[src/rtl/karatsuba_pkg.sv]
// karatsuba_pkg: state encoding and width/latency helpers shared by the Karatsuba multiplier
package karatsuba_pkg;
    typedef enum logic [2:0] {
        S_IDLE    = 3'd0,
        S_PREP    = 3'd1,
        S_MUL_LL  = 3'd2,
        S_MUL_HH  = 3'd3,
        S_MUL_M   = 3'd4,
        S_COMBINE = 3'd5,
        S_DONE    = 3'd6
    } state_t;
    function automatic int half_w(input int w);
        return w / 2;
    endfunction
    function automatic int prod_w(input int w);
        return 2 * w;
    endfunction
    function automatic int latency(input int w);
        return 3 * (w / 2 + 1) + 2;
    endfunction
endpackage

[src/rtl/shift_add_mul.sv]
// shift_add_mul: W-cycle unsigned shift-add multiplier, done pulses the cycle after the last step
module shift_add_mul #(
    parameter int W = 5
) (
    input  logic           clock,
    input  logic           reset,
    input  logic           start,
    input  logic [W-1:0]   a,
    input  logic [W-1:0]   b,
    output logic           done,
    output logic [2*W-1:0] p
);
    localparam int CW = $clog2(W + 1);
    logic [2*W-1:0] mc;
    logic [W-1:0]   mp;
    logic [CW-1:0]  cnt;
    logic           run;
    // first partial product is folded into the start cycle so the whole product takes exactly W edges
    always_ff @(posedge clock or posedge reset) begin
        if (reset) begin
            p    <= '0;
            mc   <= '0;
            mp   <= '0;
            cnt  <= '0;
            run  <= 1'b0;
            done <= 1'b0;
        end else if (start) begin
            p    <= b[0] ? {{W{1'b0}}, a} : '0;
            mc   <= {{(W-1){1'b0}}, a, 1'b0};
            mp   <= b >> 1;
            cnt  <= CW'(W - 1);
            run  <= 1'b1;
            done <= 1'b0;
        end else if (run) begin
            p    <= p + (mp[0] ? mc : '0);
            mc   <= mc << 1;
            mp   <= mp >> 1;
            cnt  <= cnt - 1'b1;
            run  <= cnt != CW'(1);
            done <= cnt == CW'(1);
        end else begin
            done <= 1'b0;
        end
    end
endmodule

[src/rtl/karatsuba_seq.sv]
// karatsuba_seq: multi-cycle signed/unsigned Karatsuba multiplier sharing one shift-add sub-multiplier
module karatsuba_seq import karatsuba_pkg::*; #(
    parameter int WIDTH     = 8,
    parameter bit SIGNED_EN = 1'b1
) (
    input  logic               clock,
    input  logic               reset,
    input  logic               in_valid,
    output logic               in_ready,
    input  logic               signed_mode,
    input  logic [WIDTH-1:0]   X,
    input  logic [WIDTH-1:0]   Y,
    output logic               out_valid,
    input  logic               out_ready,
    output logic [2*WIDTH-1:0] Z,
    output logic               busy
);
    localparam int H  = half_w(WIDTH);
    localparam int PW = prod_w(WIDTH);
    localparam int W1 = H + 1;
    localparam int CW = $clog2(H + 2);
    state_t          state, state_nxt;
    logic [CW-1:0]   cnt;
    logic [WIDTH-1:0] x_r, y_r, mx, my;
    logic            sm_r, neg;
    logic [2*W1-1:0] pll, phh, p, mid;
    logic [W1-1:0]   ma, mb;
    logic [PW-1:0]   mag;
    logic            start, mdone, mul_st, last;
    // next state and handshake outputs; each MUL phase lasts H+1 cycles
    always_comb begin
        state_nxt = state;
        mul_st    = state inside {S_MUL_LL, S_MUL_HH, S_MUL_M};
        last      = cnt == CW'(H);
        start     = mul_st && cnt == '0;
        in_ready  = state == S_IDLE;
        busy      = state != S_IDLE;
        out_valid = state == S_DONE;
        case (state)
            S_IDLE:    if (in_valid) state_nxt = S_PREP;
            S_PREP:    state_nxt = S_MUL_LL;
            S_MUL_LL:  if (last) state_nxt = S_MUL_HH;
            S_MUL_HH:  if (last) state_nxt = S_MUL_M;
            S_MUL_M:   if (last) state_nxt = S_COMBINE;
            S_COMBINE: state_nxt = S_DONE;
            S_DONE:    if (out_ready) state_nxt = S_IDLE;
            default:   state_nxt = S_IDLE;
        endcase
    end
    // state register and per-phase cycle counter
    always_ff @(posedge clock or posedge reset) begin
        if (reset) begin
            state <= S_IDLE;
            cnt   <= '0;
        end else begin
            state <= state_nxt;
            cnt   <= (mul_st && !last) ? cnt + 1'b1 : '0;
        end
    end
    // operand mux for the shared sub-multiplier and the final recombination
    always_comb begin
        ma  = (state == S_MUL_LL) ? W1'(mx[H-1:0]) :
              (state == S_MUL_HH) ? W1'(mx[WIDTH-1:H]) : W1'(mx[WIDTH-1:H]) + W1'(mx[H-1:0]);
        mb  = (state == S_MUL_LL) ? W1'(my[H-1:0]) :
              (state == S_MUL_HH) ? W1'(my[WIDTH-1:H]) : W1'(my[WIDTH-1:H]) + W1'(my[H-1:0]);
        mid = p - phh - pll;
        mag = (PW'(phh) << WIDTH) + (PW'(mid) << H) + PW'(pll);
    end
    shift_add_mul #(.W(W1)) u_mul (
        .clock (clock),
        .reset (reset),
        .start (start),
        .a     (ma),
        .b     (mb),
        .done  (mdone),
        .p     (p)
    );
    // operand capture, magnitude prep, partial-product capture (done lands one cycle into the next phase) and result
    always_ff @(posedge clock or posedge reset) begin
        if (reset) begin
            x_r  <= '0;
            y_r  <= '0;
            sm_r <= 1'b0;
            mx   <= '0;
            my   <= '0;
            neg  <= 1'b0;
            pll  <= '0;
            phh  <= '0;
            Z    <= '0;
        end else begin
            if (in_valid && state == S_IDLE) begin
                x_r  <= X;
                y_r  <= Y;
                sm_r <= SIGNED_EN && signed_mode;
            end
            if (state == S_PREP) begin
                mx  <= (sm_r && x_r[WIDTH-1]) ? -x_r : x_r;
                my  <= (sm_r && y_r[WIDTH-1]) ? -y_r : y_r;
                neg <= sm_r && (x_r[WIDTH-1] ^ y_r[WIDTH-1]);
            end
            if (mdone && state == S_MUL_HH) pll <= p;
            if (mdone && state == S_MUL_M) phh <= p;
            if (state == S_COMBINE) Z <= neg ? -mag : mag;
        end
    end
endmodule
[config.mk]
export PLATFORM = sky130hd
export DESIGN_NAME = karatsuba_seq
export DESIGN_NICKNAME = d
export VERILOG_FILES = /design/src/rtl/karatsuba_pkg.sv /design/src/rtl/shift_add_mul.sv /design/src/rtl/karatsuba_seq.sv
export SDC_FILE = /design/constraint.sdc
export NUM_CORES = 1
export LEC_CHECK = 0
export CAP_MARGIN = 30
export CORE_UTILIZATION = 50
export CTS_BUF_LIST = sky130_fd_sc_hd__clkbuf_2 sky130_fd_sc_hd__clkbuf_4 sky130_fd_sc_hd__clkbuf_8
export DETAILED_ROUTE_END_ITERATION = 12
export PLACE_DENSITY = 0.73
export SLEW_MARGIN = 10
export SYNTH_ARGS = -nofsm -noshare
export SYNTH_HDL_FRONTEND = slang
export SYNTH_SLANG_ARGS = --single-unit
[constraint.sdc]
create_clock -name clock -period 4.2 [get_ports clock]
set_input_delay 0.42 -clock clock [delete_from_list [all_inputs] [get_ports clock]]
set_output_delay 0.42 -clock clock [all_outputs]
set_load 0.01 [all_outputs]
**Word level (Yosys, flattened, before mapping)**

Cells that the tools add are included.

- Register bits after elaboration: 106
- Input bits: 21
- Output and inout port bits: 19
- Word-level logic and storage cells: 87

- Add/sub/neg operators: 12
- Equality and inequality tests: 14
- Muxes and demuxes: 28
- Bitwise operators: 1
- Reduce and logical (&&, ||, !) cells: 15

Operators by type and width:

| cell | number |
|---|---|
| 2-to-1 mux 10 bit | 5 |
| 2-to-1 mux 5 bit | 7 |
| 2-to-1 mux 3 bit | 8 |
| one-hot mux 3 bit (7 select lines) | 1 |
| subtractor 10 bit | 2 |
| adder 16 x 10 -> 16 bit | 1 |
| adder 16 x 14 -> 16 bit | 1 |
| 2-to-1 mux 16 bit | 1 |
| 2-to-1 mux 8 bit | 2 |
| negator 16 bit | 1 |
| negator 8 bit | 2 |
| == test 3 bit, second input constant | 4 |
| adder 10 bit | 1 |
| adder 4 x 4 -> 5 bit | 2 |
| logical AND 1 bit | 8 |
| inequality test 2 bit, second input constant | 4 |
| == test 3 x 1 -> 1 bit, second input constant | 2 |
| == test 3 x 2 -> 1 bit, second input constant | 2 |
| zero test 3 bit | 2 |
| nonzero test 3 bit | 2 |
| AND reduction 5 bit | 1 |
| 2-to-1 mux 1 bit | 4 |
| adder 3 x 1 -> 3 bit, second input constant | 1 |
| inequality test 3 x 1 -> 1 bit, second input constant | 1 |
| other kinds (5) | 5 |

**Depth between registers and ports, before layout**

- Depth in word-level cells: 6
- Mapped depth: 19
- Gate-level depth less buffers: 19

**Modules after synthesis**

A second synthesis with hierarchy kept.

- Cells, all modules: 712
- Area, all modules: 6,784.0 sq um

By module, submodules not included:

| module | times used | cells an instance | area each (sq um) | seq. area each (sq um) |
|---|---|---|---|---|
| karatsuba_seq | 1 | 534 | 5,126.2 | 1,901.8 |
| shift_add_mul | 1 | 178 | 1,657.8 | 700.7 |

**Worst setup path before layout**

OpenSTA, ideal clock, no wires.

- Path kind: register to register
- From: reg pll[2]
- To: reg Z[15]
- Library setup time: 0.129 ns
- Arrival: 4.382 ns
- Data required time: 4.071 ns
- Setup slack: -0.310 ns
- Cell stages (with the launch flop): 19
- Path buffers: 1
- Period minus slack after synthesis: 4.510 ns
- Path through: dfrtp_1 > inv_1 > fa_1 > ha_1 > a21oi_1 > o21bai_1 > a2111oi_0 > nor2_1 > xnor2_1 > ha_1 > ha_1 > clkbuf_1 > a2111o_1 > or2_1 > mux2i_1 > o211ai_2 > o41ai_2 > xnor2_1 > o21ai_1

- Longest elaborated chain between the ends: 5

Ends and longest elaborated chain:

| element | line | RTL |
|---|---|---|
| start: declaration | karatsuba_seq.sv:26 | `logic [2*W1-1:0] pll, phh, p, mid;` |
| start signal: assignment | karatsuba_seq.sv:101 | `if (mdone && state == S_MUL_HH) pll <= p;` |
| subtractor 10 bit | karatsuba_seq.sv:66 | `mid = p - phh - pll;` |
| adder 16 x 14 -> 16 bit | karatsuba_seq.sv:67 | `mag = (PW'(phh) << WIDTH) + (PW'(mid) << H) + PW'(pll);` |
| adder 16 x 10 -> 16 bit (*) | karatsuba_seq.sv:67 |  |
| negator 16 bit | karatsuba_seq.sv:103 | `if (state == S_COMBINE) Z <= neg ? -mag : mag;` |
| 2-to-1 mux 16 bit (*) | karatsuba_seq.sv:103 |  |
| end signal: assignment | karatsuba_seq.sv:103 |  |
| end: declaration | karatsuba_seq.sv:15 | `output logic [2*WIDTH-1:0] Z,` |

Every way passes the cells marked *; elsewhere a longest branch is shown, timed or not.
A chain may end at the register's enable or synchronous reset.

**Final worst setup path**

- From: reg phh[0]
- To: reg Z[13]

- Longest elaborated chain between the ends: 6

Ends and longest elaborated chain:

| element | line | RTL |
|---|---|---|
| start: declaration | karatsuba_seq.sv:26 |  |
| start signal: assignment | karatsuba_seq.sv:102 | `if (mdone && state == S_MUL_M) phh <= p;` |
| subtractor 10 bit (2 in a row) | karatsuba_seq.sv:66 |  |
| adder 16 x 14 -> 16 bit (*) | karatsuba_seq.sv:67 |  |
| adder 16 x 10 -> 16 bit (*) | karatsuba_seq.sv:67 |  |
| negator 16 bit | karatsuba_seq.sv:103 |  |
| 2-to-1 mux 16 bit (*) | karatsuba_seq.sv:103 |  |

Marks and branches as above.

==> metrics.md <==
| Metric | Value |
|---|---|
| Final ANT Viol Nets | `0` |
| Initial drt markers | `about 190` |
| Minimum clock period | `~4.2 ns` |
| Fmax | `about 240 MHz` |
| Post-synthesis sequential area ratio | `38.9%` |
| Area growth syn-to-layout | `20.0%` |
| Synth Register Bits | `~100` |
| Synthesized Nets | `between 700 and 800` |
| Slew margin rel. | `between 40% and 50%` |
| GRT Total Usage | `21.5%` |
| Largest net degree at the start of global routing | `62` |
| Outcome | `finished, violations left` |
| ANT cells | `0` |
| HP Class | `register to register` |
| IO Pins | `40` |
| Tcrit/Tclk final | `100%` |
| Vias post-DR | `between 5000 and 6000` |
| Synth cell types | `54` |
| Post-Layout Cell Count | `944` |
| CP max-delay cell | `fa_1` |
| CTS buffer count | `9` |
| Number of clock sinks | `about 100` |
| Initial Utilization | `52.2%` |
| Ordered cell list for the critical path | `inv_2 -> fa_2 -> ha_4 -> a21o_1 -> a21oi_4 -> o21bai_2 -> a21oi_1 -> xnor2_1 -> fa_1 -> ha_4 -> a2111o_1 -> or2_1 -> mux2i_1 -> o211ai_2 -> o21ai_2 -> xnor2_1 -> mux2_2` |
| Crit Path Max Fanout | `6` |
| CTS root buffer | `clkbuf_8` |
| NumNets Final | `854` |
| Final WL | `14.2 mm` |
| Fin. max-slew vios | `0` |
| Die footprint | `about 14000 um2` |
| Initial antenna violation count | `0` |
| Setup ws final | `-0.0196 ns` |
| Top post-synthesis cells by area | `dfrtp_1 39%, ha_1 9.3%, mux2_2 4.5%` |
| Ys flop type | `dfrtp_1` |
| Final setup fails | `2` |
| Via/cell ratio | `approximately 5.4` |
| CP startpoint kind | `register` |
| Layout cell share with drive strength beyond 1 | `a little under a fifth` |
| Crit Path Class | `register to register` |
| IO Port Bufs | `39` |
| Fill count | `1032` |
| First-pass DRT Iterations | `4` |
| Clock skew | `between 0.02 and 0.025 ns` |
| Synth async-reset ratio | `100%` |
| Max Cap Viol | `0` |
| DR DRC count | `0` |
| Post-Syn Area | `between 6000 and 7000 um2` |
| Setup TNS | `-0.0367 ns` |
| Avg Inst Size Synth | `9.68 um2` |
| Die Y-Extent | `~120 um` |
| Final Wtd Congestion | `approximately 0.85` |
| Dpl cells | `917` |
| Worst-margin pin slew | `~0.8 ns` |
| Vias in the first global route | `a little over 5000` |
| Area leader, netlist | `dfrtp_1` |
| CTS clk-pin slew, worst paths | `0.11 ns` |
| Hold buffers post-CTS | `0` |
| WHS | `around 0.49 ns` |
| Crit path required time | `4.48 ns` |
| Number of flops mapped to enable cells by yosys | `0` |
| Data arrival, critical path | `4.50 ns` |
| Area share of the largest cell type after synthesis | `between 30 and 40%` |
| DP HPWL | `roughly 11 mm` |
| Top-count cell post-synth | `dfrtp_1` |
| First-pass GRT wire length | `24.0 mm` |
| Die Wd | `around 120 um` |
| CTS tree | `yes` |
| RSZ-0062 raised after global routing | `true` |
| Yosys Warn Count | `0` |
| CP top delay family | `adder cells` |
| Final hold vios | `0` |
| Core Box Area | `~13000 um2` |
| Grt ovf | `0` |
| Crit path largest cell delay | `between 0.4 and 0.5 ns` |
| Most frequent cells after synthesis | `104 x dfrtp_1, 58 x nand2_1, 52 x nor2_1, 51 x inv_1` |
| H-Tree Depth | `3` |
| Clock Path Buffers | `2` |
| Synth Instances | `around 690` |
| Insertion delay to the later sink of the worst-skew pair | `0.39 ns` |
| WP buf/inv | `1` |
| Failing checks | `negative setup slack` |
| Cell Rows | `around 40` |
| Critical Path Sink Type | `register` |
| Wire per inst | `approximately 15 um` |
path summary, 6_finish.rpt:
kind | start | depth (start not counted) | slack, ns | to
worst min register to register | u_mul.cnt[2] | 1 | 0.49 | u_mul.done
worst max register to register | phh[0] | 17 | -0.02 | Z[13]
worst max-delay path | phh[0] | 17 | -0.02 | Z[13]
worst min-delay path | u_mul.cnt[2] | 1 | 0.49 | u_mul.done
min in group asynchronous | reset | 2 | 0.50 | state[1]
max in group asynchronous | reset | 3 | 2.86 | pll[2]
through the flow:
stage	cell area (um2)	utilization, %	setup slack (ns)
2_1_floorplan	6750	-	0.00335
3_3_place_gp	7570	59.1	-0.0823
3_5_place_dp	7570	59.1	-0.196
4_1_cts	7900	61.6	-0.142
5_1_grt	8030	62.6	-0.247
6_report	8030	62.6	-0.0196
cells in the final DEF, fill, tap and decap left out, types with 6 or more instances in the layout:
master,Yosys,final
mux2_2,27,27
xor2_1,20,20
a211oi_1,10,8
mux2i_1,27,27
and2_1,10,10
nand2_1,58,58
fa_1,15,13
dfrtp_1,104,103
clkbuf_8,0,9
buf_4,0,55
a21oi_1,44,41
clkdlybuf4s50_1,0,39
inv_1,51,45
or3_1,8,8
nand3b_1,6,6
xnor2_1,33,32
ha_1,50,44
o31ai_1,6,6
nor2_1,52,52
o21ai_0,50,44
nor2b_1,10,10
nand3_1,14,14
routing by layer:
metal | wire length [um] | vias to the layer above | GRT usage (%)
met1 | 6440 | 2485 | 26.9
li1 | - | 2546 | -
met4 | 267 | 0 | 7.93
met2 | 7160 | 64 | 37.3
met3 | 328 | 18 | 3.49
met5 | 0 | - | 0
kinds of logic after synthesis:
| kind of cell | Yosys count | synth area share [%] |
|---|---|---|
| flops | 104 | 38.9 |
| fa+ha+maj | 65 | 13.8 |
| xor+xnor | 53 | 6.94 |
| simple gates | 183 | 13.5 |
| buf+inv | 83 | 4.67 |
| mux | 54 | 8.58 |
| compound gates | 149 | 13.6 |
repair_timing:
action	4_1_cts	5_1_grt
resized for setup	23	14
setup endpoints to repair	5	6
hold endpoints to repair	0	0
buffers inserted	5	5
pin swaps	22	17
worst reg2reg max path, stage by stage, from the launching register on:
cell and delay, ns:
dfrtp_1 0.36, inv_2 0.05, fa_2 0.43, ha_4 0.22, a21o_1 0.18, a21oi_4 0.14
o21bai_2 0.10, a21oi_1 0.18, xnor2_1 0.15, fa_1 0.48, ha_4 0.28, a2111o_1 0.44
or2_1 0.22, mux2i_1 0.20, o211ai_2 0.17, o21ai_2 0.17, xnor2_1 0.07, mux2_2 0.26
layout make-up:
class                      instances  area [um2]  share of cell area [%]
multi-input combinational        504        3980                    49.6
inverter                          51         194                    2.42
timing repair buffer              98         856                    10.7
sequential                       104        2600                    32.4
clock buffer                       9         124                    1.54
tap                              172         215                    2.68
clock inverter                     6        52.6                   0.655
sequential cells by signal (all words and copies together) (netlist names), 4 cells and up:
register / cells
u_mul.p: 10
u_mul.mc: 9
Z: 16
my: 8
mx: 8
phh: 10
u_mul.mp: 4
pll: 10
y_r: 8
x_r: 8
Power is not shown: default switching activity piles up to over one toggle a cycle in this logic, so the estimate is an artifact.
